File: src/rtl/camera_ahb_wr_master.sv
// AHB write master that moves camera pixel words from the bridge FIFO into one of three
// memory zones using INCR4 bursts and SINGLE tail transfers, then flags the zone as full.
module camera_ahb_wr_master #(
  parameter int unsigned OFFS_W = 22,
  parameter int unsigned THR    = 4
) (
  input  logic        HCLK,
  input  logic        HReset_N,
  output logic        mHBUSREQ,
  input  logic        mHGRANT,
  output logic [1:0]  mHTRANS,
  output logic [31:0] mHADDR,
  output logic        mHWRITE,
  output logic [2:0]  mHSIZE,
  output logic [2:0]  mHBURST,
  output logic [31:0] mHWDATA,
  input  logic        mHREADY,
  input  logic [1:0]  mHRESP,
  input  logic        CaptureEn,
  input  logic [31:0] BASE_ADDR_ZONE1,
  input  logic [31:0] BASE_ADDR_ZONE2,
  input  logic [31:0] BASE_ADDR_ZONE3,
  input  logic        DATAOK_ZONE1,
  input  logic        DATAOK_ZONE2,
  input  logic        DATAOK_ZONE3,
  input  logic [3:0]  FifoCnt,
  input  logic [31:0] FifoData,
  output logic        FifoPop,
  input  logic        FrameDone,
  output logic        DATAOK_ZONE1_Set,
  output logic        DATAOK_ZONE2_Set,
  output logic        DATAOK_ZONE3_Set,
  output logic [1:0]  CurrentZone,
  output logic        BusErr,
  output logic        FrameDrop
);

  localparam logic [1:0]        TransIdle   = 2'b00;
  localparam logic [1:0]        TransNonseq = 2'b10;
  localparam logic [1:0]        TransSeq    = 2'b11;
  localparam logic [2:0]        BurstSingle = 3'b000;
  localparam logic [2:0]        BurstIncr4  = 3'b011;
  localparam logic [1:0]        RespOkay    = 2'b00;
  localparam logic [OFFS_W-1:0] OffsStep    = OFFS_W'(4);

  typedef enum logic [2:0] {
    StIdle,
    StReq,
    StAddr,
    StLastData,
    StDrop
  } state_e;

  state_e            state_q;
  logic              done_q;
  logic [OFFS_W-1:0] offs_q;
  logic [OFFS_W-1:0] aoff_q;
  logic [1:0]        beat_q;
  logic              dphase_q;
  logic              incr4_q;

  logic [31:0]       zone_base;
  logic [31:0]       base_word;
  logic              zone_ok;
  logic              fifo_empty;
  logic              fifo_thr;
  logic              start_req;
  logic              frame_close;
  logic              resp_err;
  logic              data_done;
  logic              last_beat;
  logic [OFFS_W-1:0] aoff_nxt;

  always_comb begin
    zone_base = BASE_ADDR_ZONE1;
    zone_ok   = DATAOK_ZONE1;
    case (CurrentZone)
      2'd2: begin
        zone_base = BASE_ADDR_ZONE2;
        zone_ok   = DATAOK_ZONE2;
      end
      2'd3: begin
        zone_base = BASE_ADDR_ZONE3;
        zone_ok   = DATAOK_ZONE3;
      end
      default: ;
    endcase
  end

  // Zone bases are 16-byte aligned so an INCR4 from a zero offset never crosses a 1 KB line.
  assign base_word   = zone_base & 32'hFFFF_FFF0;
  assign fifo_empty  = (FifoCnt == 4'd0);
  assign fifo_thr    = ({28'd0, FifoCnt} >= THR);
  assign start_req   = CaptureEn & (fifo_thr | (done_q & ~fifo_empty));
  assign frame_close = done_q & fifo_empty;
  // Two-cycle ERROR/RETRY/SPLIT is caught on its first (HREADY low) cycle.
  assign resp_err    = dphase_q & (mHRESP != RespOkay) & ~mHREADY;
  assign data_done   = dphase_q & mHREADY;
  assign last_beat   = incr4_q ? (beat_q == 2'd3) : 1'b1;
  assign aoff_nxt    = aoff_q + OffsStep;

  assign FifoPop = data_done | ((state_q == StDrop) & ~fifo_empty);
  assign mHWDATA = dphase_q ? FifoData : 32'd0;
  assign mHSIZE  = 3'b010;

  always_ff @(posedge HCLK or negedge HReset_N) begin
    if (!HReset_N) begin
      state_q          <= StIdle;
      done_q           <= 1'b0;
      offs_q           <= '0;
      aoff_q           <= '0;
      beat_q           <= 2'd0;
      dphase_q         <= 1'b0;
      incr4_q          <= 1'b0;
      mHBUSREQ         <= 1'b0;
      mHTRANS          <= TransIdle;
      mHADDR           <= 32'd0;
      mHWRITE          <= 1'b0;
      mHBURST          <= BurstSingle;
      DATAOK_ZONE1_Set <= 1'b0;
      DATAOK_ZONE2_Set <= 1'b0;
      DATAOK_ZONE3_Set <= 1'b0;
      CurrentZone      <= 2'd1;
      BusErr           <= 1'b0;
      FrameDrop        <= 1'b0;
    end else begin
      DATAOK_ZONE1_Set <= 1'b0;
      DATAOK_ZONE2_Set <= 1'b0;
      DATAOK_ZONE3_Set <= 1'b0;
      BusErr           <= 1'b0;
      FrameDrop        <= 1'b0;
      done_q           <= done_q | FrameDone;
      if (data_done) begin
        offs_q <= offs_q + OffsStep;
      end

      case (state_q)
        StIdle: begin
          if (frame_close) begin
            case (CurrentZone)
              2'd2:    DATAOK_ZONE2_Set <= 1'b1;
              2'd3:    DATAOK_ZONE3_Set <= 1'b1;
              default: DATAOK_ZONE1_Set <= 1'b1;
            endcase
            CurrentZone <= (CurrentZone == 2'd3) ? 2'd1 : CurrentZone + 2'd1;
            offs_q      <= '0;
            // A FrameDone coinciding with the close belongs to the next frame.
            done_q      <= FrameDone;
          end else if (start_req) begin
            if ((offs_q == '0) && zone_ok) begin
              FrameDrop <= 1'b1;
              state_q   <= StDrop;
            end else begin
              mHBUSREQ <= 1'b1;
              state_q  <= StReq;
            end
          end
        end

        StReq: begin
          if (mHGRANT && mHREADY) begin
            state_q <= StAddr;
            mHTRANS <= TransNonseq;
            mHWRITE <= 1'b1;
            mHADDR  <= base_word + 32'(offs_q);
            mHBURST <= fifo_thr ? BurstIncr4 : BurstSingle;
            incr4_q <= fifo_thr;
            aoff_q  <= offs_q;
            beat_q  <= 2'd0;
          end
        end

        StAddr: begin
          if (resp_err) begin
            mHTRANS  <= TransIdle;
            mHWRITE  <= 1'b0;
            mHBUSREQ <= 1'b0;
            dphase_q <= 1'b0;
            BusErr   <= 1'b1;
            state_q  <= StDrop;
          end else if (mHREADY) begin
            dphase_q <= 1'b1;
            if (last_beat) begin
              mHTRANS <= TransIdle;
              state_q <= StLastData;
            end else begin
              beat_q  <= beat_q + 2'd1;
              aoff_q  <= aoff_nxt;
              mHADDR  <= base_word + 32'(aoff_nxt);
              mHTRANS <= TransSeq;
            end
          end
        end

        StLastData: begin
          if (resp_err) begin
            mHWRITE  <= 1'b0;
            mHBUSREQ <= 1'b0;
            dphase_q <= 1'b0;
            BusErr   <= 1'b1;
            state_q  <= StDrop;
          end else if (mHREADY) begin
            mHWRITE  <= 1'b0;
            mHBUSREQ <= 1'b0;
            dphase_q <= 1'b0;
            state_q  <= StIdle;
          end
        end

        StDrop: begin
          // Frame is discarded: drain it without bus traffic and keep the zone.
          if (frame_close) begin
            offs_q  <= '0;
            done_q  <= FrameDone;
            state_q <= StIdle;
          end
        end

        default: state_q <= StIdle;
      endcase
    end
  end

endmodule

File: config.mk
export PLATFORM = sky130hd
export DESIGN_NAME = camera_ahb_wr_master
export DESIGN_NICKNAME = d
export VERILOG_FILES = /design/src/rtl/camera_ahb_wr_master.sv
export SDC_FILE = /design/constraint.sdc
export NUM_CORES = 1
export LEC_CHECK = 0
export CORE_MARGIN = 4
export CORE_UTILIZATION = 47
export CTS_CLUSTER_DIAMETER = 80
export DETAILED_ROUTE_END_ITERATION = 7
export MAX_ROUTING_LAYER = met4
export PLACE_DENSITY_LB_ADDON = 0.05
export SLEW_MARGIN = 10
export SYNTH_ARGS = -nofsm -noshare
export SYNTH_HDL_FRONTEND = slang
export SYNTH_SLANG_ARGS = --single-unit
File: constraint.sdc
create_clock -name HCLK -period 4.4 [get_ports HCLK]
set_clock_uncertainty 0.05 [all_clocks]
set_input_delay 0.66 -clock HCLK [delete_from_list [all_inputs] [get_ports HCLK]]
set_output_delay 0.66 -clock HCLK [all_outputs]
set_load 0.02 [all_outputs]
# == Word-level counts from Yosys, hierarchy flattened ==
# Index checks and enable logic that the tools add are counted.
# word_totals
out_inout_bits,82
wordCells,146
register_bits,98
# op_classes
n_reduce_logical,21
n_bitwise,12
eq_ne,19
muxes,69
add_sub_neg,6
magnitude_cmp,1
# op_table
cell,count
$mux 32,5
$mux 22,7
$pmux 32 s2,2
$add 32x22->32,2
$add 22x3->22 const B,2
$pmux 22 s2,1
$mux 3,10
$mux 1,27
$logic_not 22->1,1
$mux 2,10
$ne 2x2->1 const B,9
$pmux 3 s5,1
$ne 3x3->1 const B,3
$pmux 2 s2,2
$and 1x1->1,7
$reduce_and 7->1,1
$eq 2x2->1 const B,3
$eq 3x2->1 const B,2
$pmux 1 s3,2
$reduce_and 3->1,2
$reduce_and 6->1,1
$reduce_bool 2->1,3
$reduce_bool 3->1,2
$reduce_or 2->1,3
13 further kinds,20

# == Depth between registers and ports, before layout ==
# Gate-level depths: netlist of run 1.
# logic_depth
ltp_word,8
depth_mapped,17
depth_no_buf,14

# == Least setup slack after synthesis of run 1 ==
# Ideal clock, no wire load.
# synth_path
path_type,register -> register
start,register CurrentZone[0]
end,register mHADDR[26]
path_buffers,3
path_slack_ps,356
setup_ps,104
arrival_time_ps,3890
synth_period_minus_slack_ps,4044
path_stages_with_launch,18
cell_sequence,dfstp_2 -> inv_1 -> ha_1 -> buf_6 -> nor2_1 -> clkbuf_1 -> clkbuf_1 -> nand2_1 -> nand2_1 -> ha_1 -> inv_1 -> fa_1 -> and2b_1 -> o2111ai_2 -> a2111oi_4 -> nor2_1 -> o211a_1 -> o41ai_2
# synth_between
elab_chain_len,7
elab_cells_between_ends,10
cone_classes,add/sub: 2; eq/ne: 2; mux: 6
# synth_lines
element,line,text
"start, declared",33,"output logic [1:0] CurrentZone,"
"start signal, assigned",145,CurrentZone <= (CurrentZone == 2'd3) ? 2'd1 : CurrentZone + 2'd1;
$eq 2x2->1,77,case (CurrentZone)
$pmux 32 s2 *,77,
$add 32x22->32,189,mHADDR <= base_word + 32'(aoff_nxt);
$mux 32,183,if (last_beat) begin
$mux 32,181,end else if (mHREADY) begin
$mux 32,174,if (resp_err) begin
$pmux 32 s2 *,137,case (state_q)
"end signal, assigned",165,mHADDR <= base_word + 32'(offs_q);
"end signal, assigned",189,
"end, declared",12,"output logic [31:0] mHADDR,"
# Every way passes the cells marked *; elsewhere a longest branch is shown, timed or not. The select of a mux whose other input is x is not followed.
# A chain may end at the register's enable or synchronous reset.

==> impl_metrics.csv, run 1 <==
group,metric,value,unit
status,status,"finished clean",
finish,fill_cells,1137,
floorplanning,boundaryPins,225,
sta,relSlewSlack,0.440,
clock_network,cts_resized,0,
sta,timing.hold.ws,0.266,ns
finish,layout-drive-gt1-share,0.0733,
grt,antenna_found_initial,0,
sta,layout_setup_ws,0.521,ns
sta,rsz0062_at_grt,"false",
setup_path,crit_type,"reg2reg",
sta,worst_pin_slew,0.840,ns
power,p_leak,3.84,nW
finish,nets,1133,
sta,setup-violations-final,0,
logic_synthesis,synth_area_leaders,"dfrtp_1 (33%), nand2_1 (7.4%), ha_1 (4.8%), o21ai_0 (3.8%), xor2_1 (3.6%)",
clock_network,clock_path_buffers,2,
grt,gr-usage-met2,0.408,
worst_hold_path,hp-class,"in2async",
detailed_routing,vias_per_cell,5.57,
sta,finalCritPeriodShare,0.882,
place,placed_cell_area,8600,sq um
setup_path,critPathCaptureType,"register",
setup_path,reg2reg_depth,14,
finish,final_cell_mix,"clkdlybuf4s50_1 (205), nand2_1 (127), dfrtp_1 (86)",
power,total_power,0.00516,W
grt,grt_pass1_wl,31300,microns
logic_synthesis,yosys_warnings,0,
floorplanning,die_h,126,microns
clock_network,cts_hold_buf,0,
place,place.gp.congestion,0.916,
logic_synthesis,synth_cell_types,82,
detailed_routing,post_drt_wl_per_cell,16.8,microns
grt,met1_usage,0.316,
finish,multiInputGateArea,3980,sq um
setup_path,crit_arrival,4.04,ns
clock_network,clk_transition_reported_paths,0.07,ns
logic_synthesis,synth_edf_count,0,
logic_synthesis,ys_ff_latch,87,
clock_network,cts_setup_buffers,0,
detailed_routing,route.detailed.drc,0,
finish,regArea,2180,sq um
floorplanning,num_rows,42,
clock_network,tritoncts,"done",
setup_path,worstReg2RegStart,"mHADDR[2]",
place,dp_hpwl,15000,microns
finish,num_antenna_cells,0,
place,portBuffers,206,
clock_network,htree_levels,3,
logic_synthesis,synth_top_area_cell,"dfrtp_1",
setup_path,cp-start-kind,"register",
logic_synthesis,seq_area_frac_synth,0.334,
floorplanning,die_w,126,microns
grt,grt_pass1_vias,6418,
detailed_routing,drt-total-wl,19300,microns
sta,maxSlewViolCount,0,
floorplanning,die-area,15800,sq um
place,pre_cts_ws,0.557,ns
sta,hold_viol,0,
setup_path,r2r_setup_slack,0.52,ns
setup_path,endpoint,"mHADDR[29]",
setup_path,timing.rr.end,"mHADDR[29]",
logic_synthesis,synthCells,790,
clock_network,root_buffer,"clkbuf_16",
power,irDropWorstVdd,0.313,mV
grt,grt_max_degree,53,
setup_path,crit_required,4.56,ns
logic_synthesis,synth_ff_type,"dfrtp_1",
floorplanning,initial_core_util,0.487,
floorplanning,core,13400,sq um
setup_path,cp_max_fo,10,
detailed_routing,first_iter_violations,459,
grt,gr-usage-met3,0.0432,
detailed_routing,postRouteAntennaNets,0,
logic_synthesis,synth.top_cell.area_share,0.330,
grt,groute.usage.overall,0.246,
power,powerDensity,580,nW/um^2
finish,stdcell_area,8890,sq um
logic_synthesis,syn_area,6530,sq um
finish,final_common_cell,"clkdlybuf4s50_1",
grt,busiest_layer,"met2",
clock_network,cts_sinks,87,
clock_network,cts-buffers-inserted,9,
run,drv_cap,0,
sta,tns,0,ns
setup_path,crit_start,"mHADDR[2]",
grt,grt-ovfl-total,0,
detailed_routing,drt_first_pass_iters,5,
detailed_routing,vias,6380,
logic_synthesis,postSynthAreaPerCell,8.27,sq um
sta,min_period,3.88,ns
clock_network,clock_latency,0.36,ns
finish,area_delta_synth_final,36.1,%
logic_synthesis,async_flop_share,1.00,
sta,clock.fmax,0.258,GHz
==> cell families after synthesis <==
| logic type | synth area share |
|---|---|
| other | 0.00115 |
| xor gates and xnor gates | 0.0670 |
| adders and majority gates | 0.0510 |
| muxes | 0.0213 |
| DFF | 0.334 |
| and+or+nand+nor | 0.247 |
| AOI/OAI and AO/OA | 0.218 |
| buffers and inverters | 0.0603 |
==> synthesized netlist by cell type (5+ instances only) <==
| cell | instances |
|---|---|
| nand2_1 | 128 |
| dfrtp_1 | 86 |
| nor2_1 | 61 |
| o21ai_0 | 50 |
| a21oi_1 | 40 |
| and2_1 | 35 |
| xor2_1 | 27 |
| ha_1 | 25 |
| nand3_1 | 24 |
| xnor2_1 | 23 |
| clkbuf_1 | 22 |
| a22oi_1 | 20 |
| inv_1 | 20 |
| buf_2 | 18 |
| and3_1 | 16 |
| a21o_1 | 12 |
| buf_4 | 12 |
| nand4_1 | 12 |
| nor3_1 | 11 |
| a22o_1 | 10 |
| mux2_2 | 10 |
| a31oi_1 | 7 |
| nor4_1 | 7 |
| o31ai_1 | 7 |
| nor2b_1 | 6 |
| a211oi_1 | 5 |
| o211ai_1 | 5 |
| o21a_1 | 5 |
==> where the power goes <==
group	total (W)	leakage (nW)	internal (W)	switching (W)
combinational	0.00311	2.57	0.00135	0.00177
clock	0.000752	0.143	0.000394	0.000358
sequential	0.00129	1.12	0.00104	0.000248
total	0.00516	3.84	0.00278	0.00237
==> cell type report <==
class,instances,share of cell area
Timing Repair Buffer,217,0.241
Clock buffer,9,0.0253
Multi-Input combinational cell,628,0.448
Tap cell,176,0.0248
Sequential cell,87,0.245
Inverter,21,0.00887
Clock inverter,7,0.00676
==> layer usage <==
| layer | vias up | wire (microns) | part of all wire |
|---|---|---|---|
| li1 | 3116 | - | - |
| met1 | 3040 | 8610 | 0.45 |
| met2 | 204 | 9290 | 0.48 |
| met3 | 20 | 1100 | 0.057 |
| met4 | 0 | 250 | 0.013 |
| met5 | - | 0 | 0 |
==> worst min path at each step <==
stage / endpoint / cells after the start / startpoint
after detailed placement: beat_q[1] / 2 / beat_q[1]
final: offs_q[6] / 1 / HReset_N
after CTS: offs_q[6] / 1 / HReset_N
after global placement: beat_q[1] / 2 / beat_q[1]
after floorplan: BusErr / 0 / HReset_N
after global routing: offs_q[6] / 1 / HReset_N
==> sequential cells by signal, indices dropped and copies added (netlist names), 2 cells and up <==
signal	flops
mHADDR	30
offs_q	20
aoff_q	18
state_q	3
CurrentZone	2
beat_q	2
mHTRANS	2
==> stage by stage <==
stage,utilization,instances
2_1_floorplan,-,794
3_3_place_gp,0.642,1129
3_5_place_dp,0.642,1129
4_1_cts,0.663,1145
5_1_grt,0.663,1145
6_report,0.663,1145
==> worst max-delay path, stage by stage, from the launching register on <==
cell and delay, ns:
dfrtp_1 0.45, ha_1 0.22, nand3_1 0.14, nor2_1 0.30, and3_1 0.34, and2_1 0.23
xnor2_1 0.13, a21oi_1 0.08, ha_1 0.49, nand2_1 0.14, nor4_1 0.24, a22oi_1 0.16
a31oi_2 0.41, nor3b_1 0.25, o31ai_1 0.10
(Power assumes the default switching activity.)
==> run 2, diff against run 1 <==
CTS_CLUSTER_DIAMETER = 150   (was 80)
GPL_ROUTABILITY_DRIVEN = 0   (was not set)
SKIP_CTS_REPAIR_TIMING = 1   (was not set)
==> run 2 against run 1 <==
Global-route usage is 0.26 points higher. Sequential share of layout area is 0.083 points lower. Sequential power is essentially flat. Power rose by 1.9%. Critical path depth stayed put. First-iteration DRC count increased by 2.6%. Critical path type unchanged. Critical endpoint unchanged. Largest cell class unchanged. Largest power group unchanged.
==> impl_metrics.csv, run 2 (same netlist as run 1, synthesis figures left out) <==
group,metric,value,unit
finish,layout-drive-gt1-share,0.0712,
worst_hold_path,hp-class,"in2async",
setup_path,cp.buffers_inverters,0,
power,powerDensity,589,nW/um^2
setup_path,cp_slowest_cell,"ha_1",
floorplanning,die_w,126,microns
sta,hold_viol,0,
clock_network,cts_sinks,87,
grt,grt_pass1_vias,6411,
sta,worst_pin_slew,0.808,ns
sta,min_period,4.09,ns
detailed_routing,post_drt_wl_per_cell,17.0,microns
grt,groute.usage.overall,0.249,
detailed_routing,drt_first_pass_iters,5,
detailed_routing,vias_per_cell,5.59,
finish,final_core_util,0.666,
sta,maxSlewViolCount,0,
sta,tns,0,ns
clock_network,clock_latency,0.35,ns
sta,setup-violations-final,0,
detailed_routing,first_iter_violations,471,
status,status,"finished clean",
floorplanning,die_h,126,microns
clock_network,htree_levels,3,
finish,largest-register,"mHADDR",
floorplanning,die-area,15800,sq um
finish,final_common_cell,"clkdlybuf4s50_1",
finish,largest_register_ffs,30,
setup_path,crit_arrival,4.28,ns
setup_path,cpPeakStageDelay,0.49,ns
clock_network,clk_transition_reported_paths,0.06,ns
finish,reg_top3,"mHADDR (30), offs_q (20), aoff_q (18)",
floorplanning,initial_core_util,0.487,
detailed_routing,vias,6397,
setup_path,cp-start-kind,"register",
detailed_routing,postRouteAntennaNets,0,
run,drv_cap,0,
sta,finalCritPeriodShare,0.930,
grt,grt_pass1_wl,31700,microns
clock_network,root_buffer,"clkbuf_16",
place,place_inst,1129,
floorplanning,core,13400,sq um
power,p_leak,3.85,nW
finish,final_cell_mix,"clkdlybuf4s50_1 (205), nand2_1 (127), dfrtp_1 (86)",
setup_path,cp_max_fo,10,
power,total_power,0.00526,W
clock_network,tritoncts,"done",
detailed_routing,drt-total-wl,19500,microns
place,dp_hpwl,14900,microns
setup_path,crit_family,"simple AND/OR/NAND/NOR gates",
sta,relSlewSlack,0.461,
detailed_routing,route.detailed.drc,0,
power,irDropWorstVdd,0.332,mV
setup_path,cpMostUsedCell,"ha_1",
setup_path,critPathCaptureType,"register",
place,portBuffers,206,
sta,rsz0062_at_grt,"false",
setup_path,worstPathCellList,"ha_1 -> nand3_1 -> nor2_1 -> and3_1 -> and2_1 -> xnor2_1 -> a21oi_1 -> ha_1 -> nand2_1 -> nor4_1 -> a22oi_1 -> a31oi_2 -> a21boi_0 -> o31ai_1",
sta,clock.fmax,0.244,GHz
floorplanning,boundaryPins,225,
grt,antenna_found_initial,0,
clock_network,cts-buffers-inserted,9,
setup_path,crit_type,"reg2reg",
grt,grt-ovfl-total,0,
setup_path,crit_required,4.59,ns
clock_network,clock_path_buffers,2,
sta,timing.hold.ws,0.317,ns
grt,grt_max_degree,59,
finish,num_antenna_cells,0,
floorplanning,num_rows,42,
finish,nets,1133,
finish,post_layout_nonfiller_instances,1145,
finish,area_delta_synth_final,36.6,%
-- run 2: cell types whose count changed in the layout (fill, tap and decap cells not counted), sizes merged --
| cell | delta |
|---|---|
| bufinv | +2 |
| clkbuf | +2 |
| clkinv | -1 |
| inv | -3 |
-- run 2: metal layers --
| metal | GRT usage | part of all wire | vias up |
|---|---|---|---|
| met5 | - | 0 | - |
| met4 | 0.0656 | 0.016 | 0 |
| met3 | 0.0390 | 0.059 | 25 |
| met2 | 0.413 | 0.48 | 239 |
| met1 | 0.320 | 0.44 | 3010 |
| li1 | - | - | 3123 |
-- run 2: worst paths after layout --
kind                           start         end  slack, ns  cells past startpoint
max                        mHADDR[2]  mHADDR[29]       0.31                     14
min                         HReset_N   offs_q[5]       0.32                      1
max reg2reg                mHADDR[2]  mHADDR[29]       0.31                     14
min reg2reg                mHADDR[4]   mHADDR[4]       0.42                      2
max in group asynchronous   HReset_N  mHADDR[10]       3.08                      2
min in group HCLK          mHADDR[4]   mHADDR[4]       0.42                      2
-- run 2: power by group --
| group | total, W | internal, W | switching (W) |
|---|---|---|---|
| clock | 0.000824 | 0.000500 | 0.000324 |
| combinational | 0.00313 | 0.00134 | 0.00179 |
| sequential | 0.00130 | 0.00104 | 0.000254 |
-- run 2: final cells by class --
class / count / area (sq um)
repair buffers: 217 / 2140
inverters: 21 / 78.8
multi-input cells: 628 / 3980
clock buffers: 11 / 233
well taps: 176 / 220
flip-flops and latches: 87 / 2180
fillers: 1157 / 4480
clock inverters: 5 / 82.6
-- run 2: through the flow --
step	worst slack, ns	instance area [sq um]
finish	0.308	8920
global route	0.0504	8920
detailed placement	0.420	8600
CTS	0.374	8920
floorplan	0.356	6550
global placement	0.623	8600
